**src/rtl/ddr2_local_pkg.sv**
```systemverilog
// Shared types and constants for the DDR2 local-interface burst master.
package ddr2_local_pkg;

    // Default local-interface widths (64-bit words).
    localparam int unsigned DefAddrW = 24;
    localparam int unsigned DefDataW = 64;
    localparam int unsigned DefSizeW = 4;

    // Largest legal command length and cap on read beats in flight.
    localparam int unsigned MaxBurst   = 8;
    localparam int unsigned MaxRdBeats = 32;

    // Width needed to count 0..max_beats inclusive.
    function automatic int unsigned rd_cnt_width(input int unsigned max_beats);
        return $clog2(max_beats + 1);
    endfunction

    localparam int unsigned RdCntW = rd_cnt_width(MaxRdBeats);

    typedef enum logic [1:0] {
        StIdle,
        StWr,
        StRd
    } state_e;

endpackage

```
**src/rtl/ddr2_rd_credit_counter.sv**
```systemverilog
// Read-beat credit counter: adds a whole burst when a read is issued, removes
// one beat per returned data word, never wraps below zero, and reports whether
// a further request of req_len_i beats still fits under MaxBeats.
module ddr2_rd_credit_counter #(
    parameter int unsigned MaxBeats = 32,
    parameter int unsigned SizeW    = 4,
    parameter int unsigned CntW     = 6
) (
    input  logic             clk_i,
    input  logic             rst_ni,
    input  logic             add_i,
    input  logic [SizeW-1:0] add_len_i,
    input  logic             dec_i,
    input  logic [SizeW-1:0] req_len_i,
    output logic [CntW-1:0]  cnt_o,
    output logic             ok_o
);

    // One extra bit so sums above MaxBeats are visible before clamping.
    localparam int unsigned SumW = CntW + 1;
    localparam logic [SumW-1:0] MaxS = SumW'(MaxBeats);

    logic [CntW-1:0] cnt_q, cnt_d;
    logic [SumW-1:0] sum_add, sum_dec, req_sum;

    // Next count: add burst, then retire one beat unless already empty.
    always_comb begin
        sum_add = {1'b0, cnt_q} + (add_i ? SumW'(add_len_i) : '0);
        sum_dec = sum_add;
        if (dec_i && (sum_add != '0)) begin
            sum_dec = sum_add - SumW'(1);
        end
        cnt_d = (sum_dec > MaxS) ? MaxS[CntW-1:0] : sum_dec[CntW-1:0];
    end

    // Issue permission: the requested burst must fit under the cap.
    always_comb begin
        req_sum = {1'b0, cnt_q} + SumW'(req_len_i);
        ok_o    = (req_sum <= MaxS);
    end

    // Count register.
    always_ff @(posedge clk_i or negedge rst_ni) begin
        if (!rst_ni) begin
            cnt_q <= '0;
        end else begin
            cnt_q <= cnt_d;
        end
    end

    assign cnt_o = cnt_q;

endmodule

```
**src/rtl/ddr2_local_burst_master.sv**
```systemverilog
// Converts a command/stream interface into DDR2 HPC-II local_* bursts.
// One write or read burst per command; every request is held until
// local_ready. Read data is forwarded unbuffered one cycle late while a
// credit counter bounds the number of read beats in flight.
module ddr2_local_burst_master
    import ddr2_local_pkg::*;
#(
    parameter int unsigned ADDR_W       = DefAddrW,
    parameter int unsigned DATA_W       = DefDataW,
    parameter int unsigned BE_W         = DefDataW / 8,
    parameter int unsigned SIZE_W       = DefSizeW,
    parameter int unsigned MAX_BURST    = MaxBurst,
    parameter int unsigned MAX_RD_BEATS = MaxRdBeats
) (
    input  logic              clk,
    input  logic              reset_n,
    input  logic              local_init_done,

    input  logic              cmd_valid,
    output logic              cmd_ready,
    input  logic              cmd_write,
    input  logic [ADDR_W-1:0] cmd_addr,
    input  logic [SIZE_W-1:0] cmd_len,
    output logic              cmd_err,

    input  logic              wr_valid,
    output logic              wr_ready,
    input  logic [DATA_W-1:0] wr_data,
    input  logic [BE_W-1:0]   wr_be,

    output logic              rd_valid,
    output logic [DATA_W-1:0] rd_data,
    output logic [RdCntW-1:0] rd_outstanding,
    output logic              busy,

    output logic [ADDR_W-1:0] local_address,
    output logic [SIZE_W-1:0] local_size,
    output logic              local_burstbegin,
    output logic              local_write_req,
    output logic              local_read_req,
    output logic [DATA_W-1:0] local_wdata,
    output logic [BE_W-1:0]   local_be,
    input  logic              local_ready,
    input  logic [DATA_W-1:0] local_rdata,
    input  logic              local_rdata_valid
);

    localparam logic [SIZE_W-1:0] MaxLen = SIZE_W'(MAX_BURST);

    state_e            state_q, state_d;
    logic [SIZE_W-1:0] beats_left_q, beats_left_d;
    logic              first_q, first_d;
    logic [ADDR_W-1:0] addr_q, addr_d;
    logic [SIZE_W-1:0] size_q, size_d;
    logic              burstbegin_q, burstbegin_d;
    logic              write_req_q, write_req_d;
    logic              read_req_q, read_req_d;
    logic [DATA_W-1:0] wdata_q, wdata_d;
    logic [BE_W-1:0]   be_q, be_d;
    logic              cmd_err_q, cmd_err_d;
    logic              rd_valid_q;
    logic [DATA_W-1:0] rd_data_q;

    logic              len_bad;
    logic              credit_ok;
    logic              credit_add;
    logic              cmd_ready_c;
    logic              wr_ready_c;
    logic [RdCntW-1:0] rd_cnt;

    assign len_bad = (cmd_len == '0) || (cmd_len > MaxLen);

    ddr2_rd_credit_counter #(
        .MaxBeats (MAX_RD_BEATS),
        .SizeW    (SIZE_W),
        .CntW     (RdCntW)
    ) u_rd_credit (
        .clk_i     (clk),
        .rst_ni    (reset_n),
        .add_i     (credit_add),
        .add_len_i (size_q),
        .dec_i     (local_rdata_valid),
        .req_len_i (cmd_len),
        .cnt_o     (rd_cnt),
        .ok_o      (credit_ok)
    );

    // Next-state, request generation and handshake readies.
    always_comb begin
        state_d      = state_q;
        beats_left_d = beats_left_q;
        first_d      = first_q;
        addr_d       = addr_q;
        size_d       = size_q;
        burstbegin_d = 1'b0;
        write_req_d  = write_req_q;
        read_req_d   = read_req_q;
        wdata_d      = wdata_q;
        be_d         = be_q;
        cmd_err_d    = 1'b0;
        cmd_ready_c  = 1'b0;
        wr_ready_c   = 1'b0;
        credit_add   = 1'b0;

        unique case (state_q)
            StIdle: begin
                // Writes need no read credit; reads must fit under the cap.
                cmd_ready_c = local_init_done && (cmd_write || credit_ok);
                if (cmd_valid && cmd_ready_c) begin
                    if (len_bad) begin
                        cmd_err_d = 1'b1;
                    end else begin
                        addr_d = cmd_addr;
                        size_d = cmd_len;
                        if (cmd_write) begin
                            beats_left_d = cmd_len;
                            first_d      = 1'b1;
                            state_d      = StWr;
                        end else begin
                            read_req_d   = 1'b1;
                            burstbegin_d = 1'b1;
                            state_d      = StRd;
                        end
                    end
                end
            end

            StWr: begin
                // A new beat may replace the presented one in its accept cycle.
                wr_ready_c = (beats_left_q != '0) && (!write_req_q || local_ready);
                if (wr_valid && wr_ready_c) begin
                    write_req_d  = 1'b1;
                    wdata_d      = wr_data;
                    be_d         = wr_be;
                    beats_left_d = beats_left_q - SIZE_W'(1);
                    burstbegin_d = first_q;
                    first_d      = 1'b0;
                end else if (write_req_q && local_ready) begin
                    write_req_d = 1'b0;
                    if (beats_left_q == '0) begin
                        state_d = StIdle;
                    end
                end
            end

            StRd: begin
                if (local_ready) begin
                    read_req_d = 1'b0;
                    credit_add = 1'b1;
                    state_d    = StIdle;
                end
            end

            default: begin
                state_d = StIdle;
            end
        endcase
    end

    // FSM state register.
    always_ff @(posedge clk or negedge reset_n) begin
        if (!reset_n) begin
            state_q <= StIdle;
        end else begin
            state_q <= state_d;
        end
    end

    // Burst bookkeeping and registered local_* outputs.
    always_ff @(posedge clk or negedge reset_n) begin
        if (!reset_n) begin
            beats_left_q <= '0;
            first_q      <= 1'b0;
            addr_q       <= '0;
            size_q       <= '0;
            burstbegin_q <= 1'b0;
            write_req_q  <= 1'b0;
            read_req_q   <= 1'b0;
            wdata_q      <= '0;
            be_q         <= '0;
            cmd_err_q    <= 1'b0;
        end else begin
            beats_left_q <= beats_left_d;
            first_q      <= first_d;
            addr_q       <= addr_d;
            size_q       <= size_d;
            burstbegin_q <= burstbegin_d;
            write_req_q  <= write_req_d;
            read_req_q   <= read_req_d;
            wdata_q      <= wdata_d;
            be_q         <= be_d;
            cmd_err_q    <= cmd_err_d;
        end
    end

    // Read return path: one-cycle pipeline, no backpressure.
    always_ff @(posedge clk or negedge reset_n) begin
        if (!reset_n) begin
            rd_valid_q <= 1'b0;
            rd_data_q  <= '0;
        end else begin
            rd_valid_q <= local_rdata_valid;
            rd_data_q  <= local_rdata;
        end
    end

    assign cmd_ready        = cmd_ready_c;
    assign wr_ready         = wr_ready_c;
    assign cmd_err          = cmd_err_q;
    assign rd_valid         = rd_valid_q;
    assign rd_data          = rd_data_q;
    assign rd_outstanding   = rd_cnt;
    assign busy             = (state_q != StIdle) || (rd_cnt != '0);
    assign local_address    = addr_q;
    assign local_size       = size_q;
    assign local_burstbegin = burstbegin_q;
    assign local_write_req  = write_req_q;
    assign local_read_req   = read_req_q;
    assign local_wdata      = wdata_q;
    assign local_be         = be_q;

endmodule

```
**config.mk**
```make
export PLATFORM = sky130hd
export DESIGN_NAME = ddr2_local_burst_master
export DESIGN_NICKNAME = d
export VERILOG_FILES = /design/src/rtl/ddr2_local_pkg.sv /design/src/rtl/ddr2_rd_credit_counter.sv /design/src/rtl/ddr2_local_burst_master.sv
export SDC_FILE = /design/constraint.sdc
export NUM_CORES = 1
export LEC_CHECK = 0
export ABC_AREA = 1
export BUFFER_PORTS_ARGS = -buffer_cell sky130_fd_sc_hd__buf_2
export CORE_MARGIN = 8
export CORE_UTILIZATION = 28
export DETAILED_ROUTE_END_ITERATION = 10
export PLACE_DENSITY = 0.61
export SLEW_MARGIN = 20
export SYNTH_ARGS = -nofsm -noshare
export SYNTH_HDL_FRONTEND = slang
export SYNTH_SLANG_ARGS = --single-unit
```
**constraint.sdc**
```tcl
create_clock -name clk -period 7.5 [get_ports clk]
set_clock_uncertainty 0.05 [all_clocks]
set_input_delay 0.375 -clock clk [delete_from_list [all_inputs] [get_ports clk]]
set_output_delay 0.375 -clock clk [all_outputs]
set_load 0.1 [all_outputs]
```
==> summary.md, run 1 <==
| Metric | Value |
|---|---|
| Outcome | `complete, no violations` |
| Highest Clock Rate | `0.305 GHz` |
| Cell breakdown of the critical path | `ha_1 -> inv_1 -> fa_1 -> xnor2_1 -> nor3b_1 -> nand3_1 -> nand2_1 -> nand2_1 -> nand2_2 -> nand2_1 -> nor2_1 -> buf_2` |
| Global-route wire length before repair | `34,500 um` |
| Grt ovf | `0` |
| Routed len/inst | `16.4 um` |
| DRC violation count after routing | `0` |
| Count of maximum capacitance violations | `0` |
| Max clock buf depth | `2` |
| TritonCTS clock tree | `yes` |
| Most heavily used metal layer in global routing | `met2` |
| Per-cell via count in the routed design | `4.27` |
| Antenna violations before repair | `2` |
| FILL cells | `2,460` |
| Root Driver | `sky130_fd_sc_hd__clkbuf_16` |
| Number of failing hold endpoints at the final stage | `0` |
| Worst path buffer plus inverter count | `2` |
| CP dominant cell by count | `sky130_fd_sc_hd__nand2_1` |
| Area of the die | `0.0307 sq mm` |
| Post-layout minimum cycle time | `3.28 ns` |
| Largest stage delay on the critical path | `0.49 ns` |
| Initial Util | `28.4%` |
| CORE AREA | `0.0250 sq mm` |
| Kind of capture point of the worst setup path | `output pin` |
| Met2 capacity usage during global routing | `24.8%` |
| Ys flop type | `sky130_fd_sc_hd__dfrtp_1` |
| Remaining max-slew budget at the tightest pin | `34.2%` |
| Met1 layer usage reported by global route | `16.4%` |
| Post-detailed-route count of antenna-violating nets | `0` |
| Ys async rst share | `100%` |
| Global-route track usage on met3 | `4.75%` |
| Number of warnings printed during yosys synthesis | `0` |
| Critical path data required time | `7.07 ns` |
| Total I/O pin count | `350` |
| CP startpoint kind | `register` |
| Final critical-path share of the clock period | `43.7%` |
| Critical path fanouts, max | `4` |
| Most common cell after layout, fill and taps aside | `sky130_fd_sc_hd__buf_2` |
| Area growth from synthesis to final layout | `46.1%` |
| H-tree levels | `4` |
| Measured slew at the worst slew-check pin | `0.987 ns` |
| Number of buffers created by CTS | `17` |
| Clock slew seen by the registers of the worst setup and hold paths | `0.09 ns` |
| Number of DRC markers after the initial detailed-route iteration | `301` |
| Clock network latency to the later pin of the worst-skew pair | `0.42 ns` |
| Final hold slack | `0.0119 ns` |
| Standard cell with the maximum stage delay on the critical path | `sky130_fd_sc_hd__buf_2` |
| Type of the worst setup path | `register to output pin` |
| Post-synth net total | `774` |
| Std cell rows | `58` |
| Top delay family on crit path | `simple AND/OR/NAND/NOR gates` |
| Share of cells above drive strength 1 | `40.1%` |
| Height of the die | `175 um` |
| Setup-violating endpoint count in the final report | `0` |
| Aggregate global-route resource usage | `14.2%` |
| Number of different library cells in the post-synthesis netlist | `38` |
| Setup TNS | `0 ns` |
| Avg Inst Size Synth | `12.1 sq um` |
| Routed vias | `5,763` |
| Die span in x | `175 um` |
| Worst min-delay path class | `input pin to async pin` |
| Total of cells resized after clock tree synthesis | `0` |
| Number of cells produced by synthesis | `589` |
| Mapped cell area | `0.00711 sq mm` |
| Number of synthesized register bits | `182` |
| Port buffer count | `349` |
| Number of synthesized flops with an enable pin | `0` |
| Sink count of the clock tree | `182` |
| RSZ-0062 raised after global routing | `false` |
| Placer congestion estimate | `0.791` |
| Largest net degree at the start of global routing | `110` |
| Commonest cells after routing, fill and taps aside | `sky130_fd_sc_hd__buf_2, sky130_fd_sc_hd__dfrtp_1, sky130_fd_sc_hd__nand2_1` |
| First-pass detailed-route iteration total | `4` |
| Detailed Route WL | `22,200 um` |
| Number of slew-limit violations in the final report | `0` |
| Post-layout nets | `1,189` |
| Post-synthesis sequential area ratio | `64.1%` |
| Final HPWL DP | `17,000 um` |
| Data arrival time of the critical path | `2.85 ns` |
| Via count of the first global-routing pass | `6,075` |
## sequential cells by signal, indices dropped and copies added, names as in the netlist
register,cells
beats_left_q,4
cmd_err,1
first_q,1
local_address,24
local_be,8
local_burstbegin,1
local_read_req,1
local_size,4
local_wdata,64
local_write_req,1
rd_data,64
rd_valid,1
state_q,2
u_rd_credit.cnt_o,6
## path summary, 6_finish.rpt
check                                          start              end  slack, ns  cells past startpoint
worst max-delay path            u_rd_credit.cnt_o[0]        cmd_ready       4.22                     12
worst min-delay path                         reset_n  local_wdata[37]       0.01                      1
worst max register to register  u_rd_credit.cnt_o[0]    local_size[1]       4.46                     12
worst min register to register        local_read_req   local_read_req       0.43                      2
max in group asynchronous                    reset_n      rd_data[62]       5.94                      2
min in group clk                      local_rdata[3]       rd_data[3]       0.03                      1
## cell usage after synthesis, types with 2 or more instances
library cell | count | area (sq um)
sky130_fd_sc_hd__nor2_2 | 2 | 12.5
sky130_fd_sc_hd__mux2_2 | 3 | 33.8
sky130_fd_sc_hd__nor2_1 | 17 | 63.8
sky130_fd_sc_hd__clkbuf_1 | 4 | 15.0
sky130_fd_sc_hd__inv_1 | 44 | 165
sky130_fd_sc_hd__fa_1 | 2 | 40.0
sky130_fd_sc_hd__inv_2 | 2 | 7.51
sky130_fd_sc_hd__o21ai_0 | 30 | 150
sky130_fd_sc_hd__nor3_1 | 2 | 10.0
sky130_fd_sc_hd__xnor2_1 | 2 | 17.5
sky130_fd_sc_hd__a21oi_1 | 8 | 40.0
sky130_fd_sc_hd__nand3_1 | 27 | 135
sky130_fd_sc_hd__a21oi_2 | 2 | 17.5
sky130_fd_sc_hd__mux2_1 | 69 | 777
sky130_fd_sc_hd__o21ai_1 | 2 | 10.0
sky130_fd_sc_hd__nand2_2 | 6 | 37.5
sky130_fd_sc_hd__xor2_1 | 4 | 35.0
sky130_fd_sc_hd__nand4_1 | 11 | 68.8
sky130_fd_sc_hd__nand2_1 | 130 | 488
sky130_fd_sc_hd__ha_1 | 11 | 138
sky130_fd_sc_hd__dfrtp_1 | 182 | 4550
sky130_fd_sc_hd__nor2_4 | 3 | 33.8
sky130_fd_sc_hd__buf_6 | 11 | 124
## routing by layer
| layer | wire length (um) | part of all wire, % | vias up |
|---|---|---|---|
| met3 | 1920 | 8.7 | 19 |
| met5 | 0 | 0 | - |
| li1 | - | - | 2764 |
| met1 | 8620 | 39 | 2764 |
| met2 | 11300 | 51 | 216 |
| met4 | 308 | 1.4 | 0 |
## stage by stage
stage                     instance area (sq um)  utilization (%)  instances  worst slack (ns)
after floorplan                            7110                -        589              3.46
after global placement                     9150             36.6       1254              4.37
after detailed placement                   9150             36.6       1254              4.30
after CTS                                 10400             41.4       1346              4.15
after global routing                      10400             41.5       1349              3.91
final                                     10400             41.5       1349              4.22
## kinds of logic after synthesis
| logic type | after synthesis | share of synthesized area [%] |
|---|---|---|
| fa+ha+maj | 13 | 2.50 |
| xor+xnor | 6 | 0.739 |
| compound gates | 46 | 3.49 |
| buf+inv | 64 | 4.61 |
| mux | 72 | 11.4 |
| flops | 182 | 64.1 |
| simple gates | 206 | 13.2 |
## layout make-up
cell class              count  area, sq um  share of cell area [%]
inverters                  48          181                    1.75
diodes                      2         5.00                  0.0482
clock buffers              18          439                    4.23
clock inverters            14          178                    1.71
repair buffers            412         2380                    22.9
multi-input cells         343         2230                    21.5
flip-flops and latches    182         4550                    43.9
well taps                 330          413                    3.98
## repair_timing
action | 4_1_cts | 5_1_grt
hold buffers | 60 | 1
setup buffers | 0 | 0
hold endpoints to repair | 60 | 1
Power of run 1 is left out: the tool's default activity adds up to more than one toggle a clock period on the data nets, which glitch-free logic cannot reach.
==> inputs of run 2 (changes only) <==
--- a/config.mk
+++ b/config.mk
@@ -10,7 +10,7 @@
 export CORE_MARGIN = 8
 export CORE_UTILIZATION = 28
 export DETAILED_ROUTE_END_ITERATION = 10
-export PLACE_DENSITY = 0.61
+export PLACE_DENSITY = 0.63
 export SLEW_MARGIN = 20
 export SYNTH_ARGS = -nofsm -noshare
 export SYNTH_HDL_FRONTEND = slang
==> constraint.sdc (replaced) <==
create_clock -name clk -period 2.6 [get_ports clk]
set_clock_uncertainty 0.05 [all_clocks]
set_input_delay 0.13 -clock clk [delete_from_list [all_inputs] [get_ports clk]]
set_output_delay 0.13 -clock clk [all_outputs]
set_load 0.1 [all_outputs]
==> run 2 against run 1 <==
- the flow now finishes with violations (setup timing)
- via count is 12% higher
- largest cell class unchanged
- cell area is 17% higher
- final cell count is 11% higher
- critical endpoint is now u_rd_credit.cnt_o[3]
- first-iteration DRC count is 4.3% lower
- worst hold slack gained 0.098 ns
- register-to-register slack worse by 4.6 ns
- non-clock buffer count grew 151
- critical path depth up 7
==> summary.md, run 2 (synthesized netlist as in run 1, its figures left out) <==
| Metric | Value |
|---|---|
| Std cell rows | `58` |
| Number of slew-limit violations in the final report | `0` |
| Number of buffers created by CTS | `17` |
| Count of cells along the worst hold path | `5` |
| Setup-violating endpoint count in the final report | `7` |
| Final critical-path share of the clock period | `105%` |
| First-pass detailed-route iteration total | `5` |
| Worst Setup Slack post-DPL | `-0.203 ns` |
| Data arrival time of the critical path | `3.04 ns` |
| Detailed Route WL | `24,300 um` |
| Worst Setup Slack, final | `-0.137 ns` |
| Worst setup path start | `state_q[0]` |
| Measured slew at the worst slew-check pin | `0.687 ns` |
| CP startpoint kind | `register` |
| Largest net degree at the start of global routing | `82` |
| Routed len/inst | `16.2 um` |
| Area growth from synthesis to final layout | `70.4%` |
| CORE AREA | `0.0250 sq mm` |
| Area of the die | `0.0307 sq mm` |
| DRC violation count after routing | `0` |
| Number of DRC markers after the initial detailed-route iteration | `288` |
| Critical path fanouts, max | `6` |
| Remaining max-slew budget at the tightest pin | `54.2%` |
| Kind of capture point of the worst setup path | `register` |
| Worst Hold Path EP | `beats_left_q[0]` |
| Most common cell after layout, fill and taps aside | `sky130_fd_sc_hd__buf_2` |
| Outcome | `complete, but fails checks` |
| Max clock buf depth | `2` |
| Placer congestion estimate | `0.826` |
| Startpoint of the lowest-slack register-to-register path | `state_q[0]` |
| Post-detailed-route count of antenna-violating nets | `0` |
| Via count of the first global-routing pass | `6,930` |
| RSZ-0062 raised after global routing | `true` |
| Worst hold start | `cmd_len[0]` |
| FF+latch area | `0.00457 sq mm` |
| Clock network latency to the later pin of the worst-skew pair | `0.42 ns` |
| Per-cell via count in the routed design | `4.32` |
| Final HPWL DP | `17,100 um` |
| Count of maximum capacitance violations | `0` |
| Commonest cells after routing, fill and taps aside | `sky130_fd_sc_hd__buf_2, sky130_fd_sc_hd__dfrtp_1, sky130_fd_sc_hd__dlygate4sd3_1` |
| Capture instance of the worst register-to-register path | `u_rd_credit.cnt_o[3]` |
| Violations in the final reports | `setup timing` |
| Routed vias | `6,469` |
| TritonCTS clock tree | `yes` |
| Port buffer count | `349` |
| Grt ovf | `0` |
| Share of cells above drive strength 1 | `43.9%` |
| H-tree levels | `4` |
| FILL cells | `2,237` |
| Total I/O pin count | `350` |
| Cell depth of the worst flop-to-flop path | `19` |
| Type of the worst setup path | `register to register` |
| Global-route wire length before repair | `37,700 um` |
| Critical path data required time | `2.90 ns` |
| Number of failing hold endpoints at the final stage | `0` |
| Root Driver | `sky130_fd_sc_hd__clkbuf_16` |
| Slack of the worst reg-to-reg path | `-0.14 ns` |
| Initial Util | `28.4%` |
| Height of the die | `175 um` |
| Area used by multi-input combinational logic | `0.00245 sq mm` |
| Aggregate global-route resource usage | `15.5%` |
| Antenna violations before repair | `2` |
| Worst min-delay path class | `input pin to register` |
| Die span in x | `175 um` |
| Post-layout nets | `1,340` |
| Highest Clock Rate | `0.365 GHz` |
| Clock slew seen by the registers of the worst setup and hold paths | `0.08 ns` |
| Sink count of the clock tree | `182` |
| Post-layout minimum cycle time | `2.74 ns` |
-- run 2: changes by cell type in the layout (fill, tap and decap cells not counted), moves of 6 or more --
cell	before	now
sky130_fd_sc_hd__buf_4	2	34
sky130_fd_sc_hd__dfrtp_1	182	174
sky130_fd_sc_hd__dlygate4sd3_1	61	169
sky130_fd_sc_hd__inv_1	44	34
sky130_fd_sc_hd__inv_2	2	10
sky130_fd_sc_hd__nand2_1	129	106
sky130_fd_sc_hd__nand2_2	6	22
sky130_fd_sc_hd__nand2_4	2	9
sky130_fd_sc_hd__nor2_1	17	11
-- run 2: worst max path at each step --
stage               slack, ns                    to  depth (start not counted)
global route            -0.37  u_rd_credit.cnt_o[0]                         19
floorplan               -0.04  u_rd_credit.cnt_o[0]                         19
finish                  -0.14  u_rd_credit.cnt_o[3]                         19
global placement        -0.11  u_rd_credit.cnt_o[0]                         23
detailed placement      -0.20  u_rd_credit.cnt_o[3]                         19
CTS                     -0.15  u_rd_credit.cnt_o[3]                         19
-- run 2: timing repair --
| item | 4_1_cts | 5_1_grt |
|---|---|---|
| hold buffers | 170 | 0 |
| buffers inserted | 1 | 10 |
| gates resized for setup | 10 | 56 |
| endpoints found under the hold margin | 246 | 0 |
| endpoints found under the setup margin | 7 | 15 |
| gates cloned | 0 | 1 |
| pin swaps | 14 | 27 |
-- run 2: through the flow --
step / std cells / utilization (%) / hold WS (ns) / area, sq um / TNS [ns]
final: 1498 / 48.4 / 0.110 / 12100 / -0.663
after global placement: 1284 / 37.9 / 0.171 / 9490 / -0.419
after CTS: 1486 / 47.2 / 0.0748 / 11800 / -0.839
after global routing: 1498 / 48.4 / 0.134 / 12100 / -3.85
after detailed placement: 1284 / 37.9 / 0.180 / 9490 / -0.841
after floorplan: 589 / - / -0.216 / 7170 / -0.126
-- run 2: cell type report --
type	instances	area share, %
Sequential cell	182	37.8
Clock buffer	17	3.51
Inverter	48	1.56
Timing Repair Buffer	563	32.1
Clock inverter	14	1.38
Tap cell	330	3.41
Antenna cell	1	0.0207
Multi-Input combinational cell	343	20.3
-- run 2: layer usage --
layer	global-route usage, %	vias to the layer above	wire length (um)
li1	-	3070	-
met1	17.5	3091	9180
met2	27.3	270	12700
met3	4.40	38	1920
met4	6.00	0	573
met5	0	-	0
-- run 2: worst max-delay path, cell delays in order (launching register included) --
cell and delay (ns):
sky130_fd_sc_hd__dfrtp_1 0.39, sky130_fd_sc_hd__inv_2 0.06, sky130_fd_sc_hd__nand2_1 0.04, sky130_fd_sc_hd__nor2_1 0.08, sky130_fd_sc_hd__inv_1 0.07, sky130_fd_sc_hd__nor2_2 0.10, sky130_fd_sc_hd__ha_2 0.18, sky130_fd_sc_hd__inv_2 0.04
sky130_fd_sc_hd__fa_2 0.63, sky130_fd_sc_hd__ha_4 0.15, sky130_fd_sc_hd__inv_2 0.04, sky130_fd_sc_hd__nor2_4 0.09, sky130_fd_sc_hd__nand3_4 0.12, sky130_fd_sc_hd__nand2_4 0.13, sky130_fd_sc_hd__nand2_2 0.05, sky130_fd_sc_hd__nand2_2 0.07
sky130_fd_sc_hd__nand2_1 0.06, sky130_fd_sc_hd__nor2_2 0.09, sky130_fd_sc_hd__nand2_2 0.10, sky130_fd_sc_hd__a21oi_2 0.13
Power of run 2 is left out for the same reason.
==> inputs of run 3 (changes only) <==
--- a/config.mk
+++ b/config.mk
@@ -11,6 +11,7 @@
 export CORE_UTILIZATION = 28
 export DETAILED_ROUTE_END_ITERATION = 10
 export PLACE_DENSITY = 0.63
+export SETUP_SLACK_MARGIN = 0.4
 export SLEW_MARGIN = 20
 export SYNTH_ARGS = -nofsm -noshare
 export SYNTH_HDL_FRONTEND = slang
==> run 3 against run 2 <==
- sequential share of layout area grew 0.091 points
- the run still ends with setup timing left
- critical endpoint is now u_rd_credit.cnt_o[1]
- cell area decreased by 0.19%
- global-route usage grew 0.49 points
- maximum frequency decreased by 0.29%
- worst hold slack better by 0.0076 ns
- count of clock-buffer cells in the layout is the same
- flip-flop and latch count is the same
- wire length rose by 2.5%
- via count shrank 0.57%
- non-clock buffer count down 6
- setup slack lost 0.0080 ns
- first-iteration DRC count decreased by 1.4%
==> summary.md, run 3 (synthesized netlist as in run 1, its figures left out) <==
| Metric | Value |
|---|---|
| Initial Util | `28.4%` |
| Post-layout nets | `1,335` |
| RSZ-0062 raised after global routing | `true` |
| Std cell rows | `58` |
| Setup TNS | `-0.605 ns` |
| Height of the die | `175 um` |
| Clock network latency to the later pin of the worst-skew pair | `0.42 ns` |
| Die span in x | `175 um` |
| Routed vias | `6,432` |
| Remaining max-slew budget at the tightest pin | `62.3%` |
| Outcome | `complete, but fails checks` |
| Clock slew seen by the registers of the worst setup and hold paths | `0.08 ns` |
| Data arrival time of the critical path | `3.04 ns` |
| Number of failing hold endpoints at the final stage | `0` |
| Global-route wire length before repair | `38,900 um` |
| Met2 capacity usage during global routing | `28.9%` |
| Aggregate global-route resource usage | `16.0%` |
| Total I/O pin count | `350` |
| Final HPWL DP | `17,700 um` |
| Violations in the final reports | `setup timing` |
| Commonest cells after routing, fill and taps aside | `sky130_fd_sc_hd__buf_2, sky130_fd_sc_hd__dfrtp_1, sky130_fd_sc_hd__dlygate4sd3_1` |
| Setup-violating endpoint count in the final report | `6` |
| Worst Setup Slack, final | `-0.145 ns` |
| Max clock buf depth | `2` |
| Number of buffers created by CTS | `17` |
| Measured slew at the worst slew-check pin | `0.570 ns` |
| DRC violation count after routing | `0` |
| Worst min-delay path class | `input pin to register` |
| Kind of capture point of the worst setup path | `register` |
| Number of DRC markers after the initial detailed-route iteration | `284` |
| Count of maximum capacitance violations | `0` |
| Detailed Route WL | `24,900 um` |
| FF+latch area | `0.00457 sq mm` |
| Per-cell via count in the routed design | `4.31` |
| Antenna violations before repair | `0` |
| Share of cells above drive strength 1 | `43.3%` |
| Sink count of the clock tree | `182` |
| FILL cells | `2,250` |
| Area of the die | `0.0307 sq mm` |
| Final critical-path share of the clock period | `106%` |
| TritonCTS clock tree | `yes` |
| Port buffer count | `349` |
| Critical path data required time | `2.90 ns` |
| Met1 layer usage reported by global route | `17.9%` |
| Critical path fanouts, max | `4` |
| Grt ovf | `0` |
| Area used by multi-input combinational logic | `0.00245 sq mm` |
| CP startpoint kind | `register` |
| CORE AREA | `0.0250 sq mm` |
| Routed len/inst | `16.7 um` |
| Most common cell after layout, fill and taps aside | `sky130_fd_sc_hd__buf_2` |
| Global-route track usage on met3 | `4.83%` |
| Post-detailed-route count of antenna-violating nets | `0` |
| Number of slew-limit violations in the final report | `0` |
| H-tree levels | `4` |
| Highest Clock Rate | `0.364 GHz` |
| Post-layout minimum cycle time | `2.74 ns` |
| First-pass detailed-route iteration total | `4` |
| Area growth from synthesis to final layout | `70.1%` |
| Slack of the worst reg-to-reg path | `-0.14 ns` |
| Largest net degree at the start of global routing | `70` |
| Placer congestion estimate | `0.864` |
| Total inserted antenna cells | `0` |
| Type of the worst setup path | `register to register` |
| Most heavily used metal layer in global routing | `met2` |
| Via count of the first global-routing pass | `7,101` |
| Root Driver | `sky130_fd_sc_hd__clkbuf_16` |
-- run 3: worst paths after layout --
| check | startpoint | end | cells after the start |
|---|---|---|---|
| worst min-delay path | cmd_len[1] | beats_left_q[1] | 5 |
| worst max register to register | state_q[0] | u_rd_credit.cnt_o[1] | 18 |
| worst max-delay path | state_q[0] | u_rd_credit.cnt_o[1] | 18 |
| worst min register to register | first_q | first_q | 2 |
| min in group asynchronous | reset_n | local_wdata[57] | 2 |
| max in group asynchronous | reset_n | local_address[0] | 3 |
-- run 3: per-stage QoR --
| stage | worst slack [ns] | area [sq um] | cells | utilization (%) | hold slack [ns] |
|---|---|---|---|---|---|
| floorplan | -0.0370 | 7240 | 589 | - | -0.216 |
| global placement | -0.106 | 9520 | 1282 | 38.0 | 0.125 |
| detailed placement | -0.211 | 9520 | 1282 | 38.0 | 0.119 |
| CTS | -0.130 | 12000 | 1490 | 47.9 | 0.0826 |
| global route | -0.360 | 12100 | 1493 | 48.3 | 0.131 |
| finish | -0.145 | 12100 | 1493 | 48.3 | 0.117 |
-- run 3: worst max-delay path: stages, from the launching register on --
cell and delay [ns]:
sky130_fd_sc_hd__dfrtp_1 0.39, sky130_fd_sc_hd__inv_2 0.06, sky130_fd_sc_hd__nand2_1 0.04, sky130_fd_sc_hd__nor2_1 0.10, sky130_fd_sc_hd__inv_1 0.08, sky130_fd_sc_hd__buf_4 0.16
sky130_fd_sc_hd__nor2_4 0.08, sky130_fd_sc_hd__inv_1 0.06, sky130_fd_sc_hd__fa_2 0.50, sky130_fd_sc_hd__ha_2 0.24, sky130_fd_sc_hd__buf_4 0.14, sky130_fd_sc_hd__xor2_1 0.15
sky130_fd_sc_hd__nand3_1 0.07, sky130_fd_sc_hd__nand2_1 0.05, sky130_fd_sc_hd__inv_1 0.08, sky130_fd_sc_hd__nand2_2 0.06, sky130_fd_sc_hd__nor2_2 0.11, sky130_fd_sc_hd__nand2_2 0.11
sky130_fd_sc_hd__a21oi_2 0.15
-- run 3: layer usage --
layer | part of all wire, % | vias to the layer above
li1 | - | 3059
met1 | 38 | 3115
met2 | 53 | 233
met3 | 7.3 | 25
met4 | 1.7 | 0
met5 | 0 | -
-- run 3: cell type report --
class	instances	area share (%)
clock inverters	15	1.72
inverters	48	1.51
repair buffers	557	31.7
well taps	330	3.42
multi-input cells	344	20.3
clock buffers	17	3.52
flip-flops and latches	182	37.8
-- run 3: repair_timing --
item | in CTS | in global routing
setup buffers | 4 | 3
cloned | 2 | 0
pin swaps | 14 | 10
setup endpoints to repair | 44 | 45
hold endpoints to repair | 236 | 0
hold buffers | 170 | 0
resized for setup | 19 | 25
Power of run 3 is left out for the same reason.
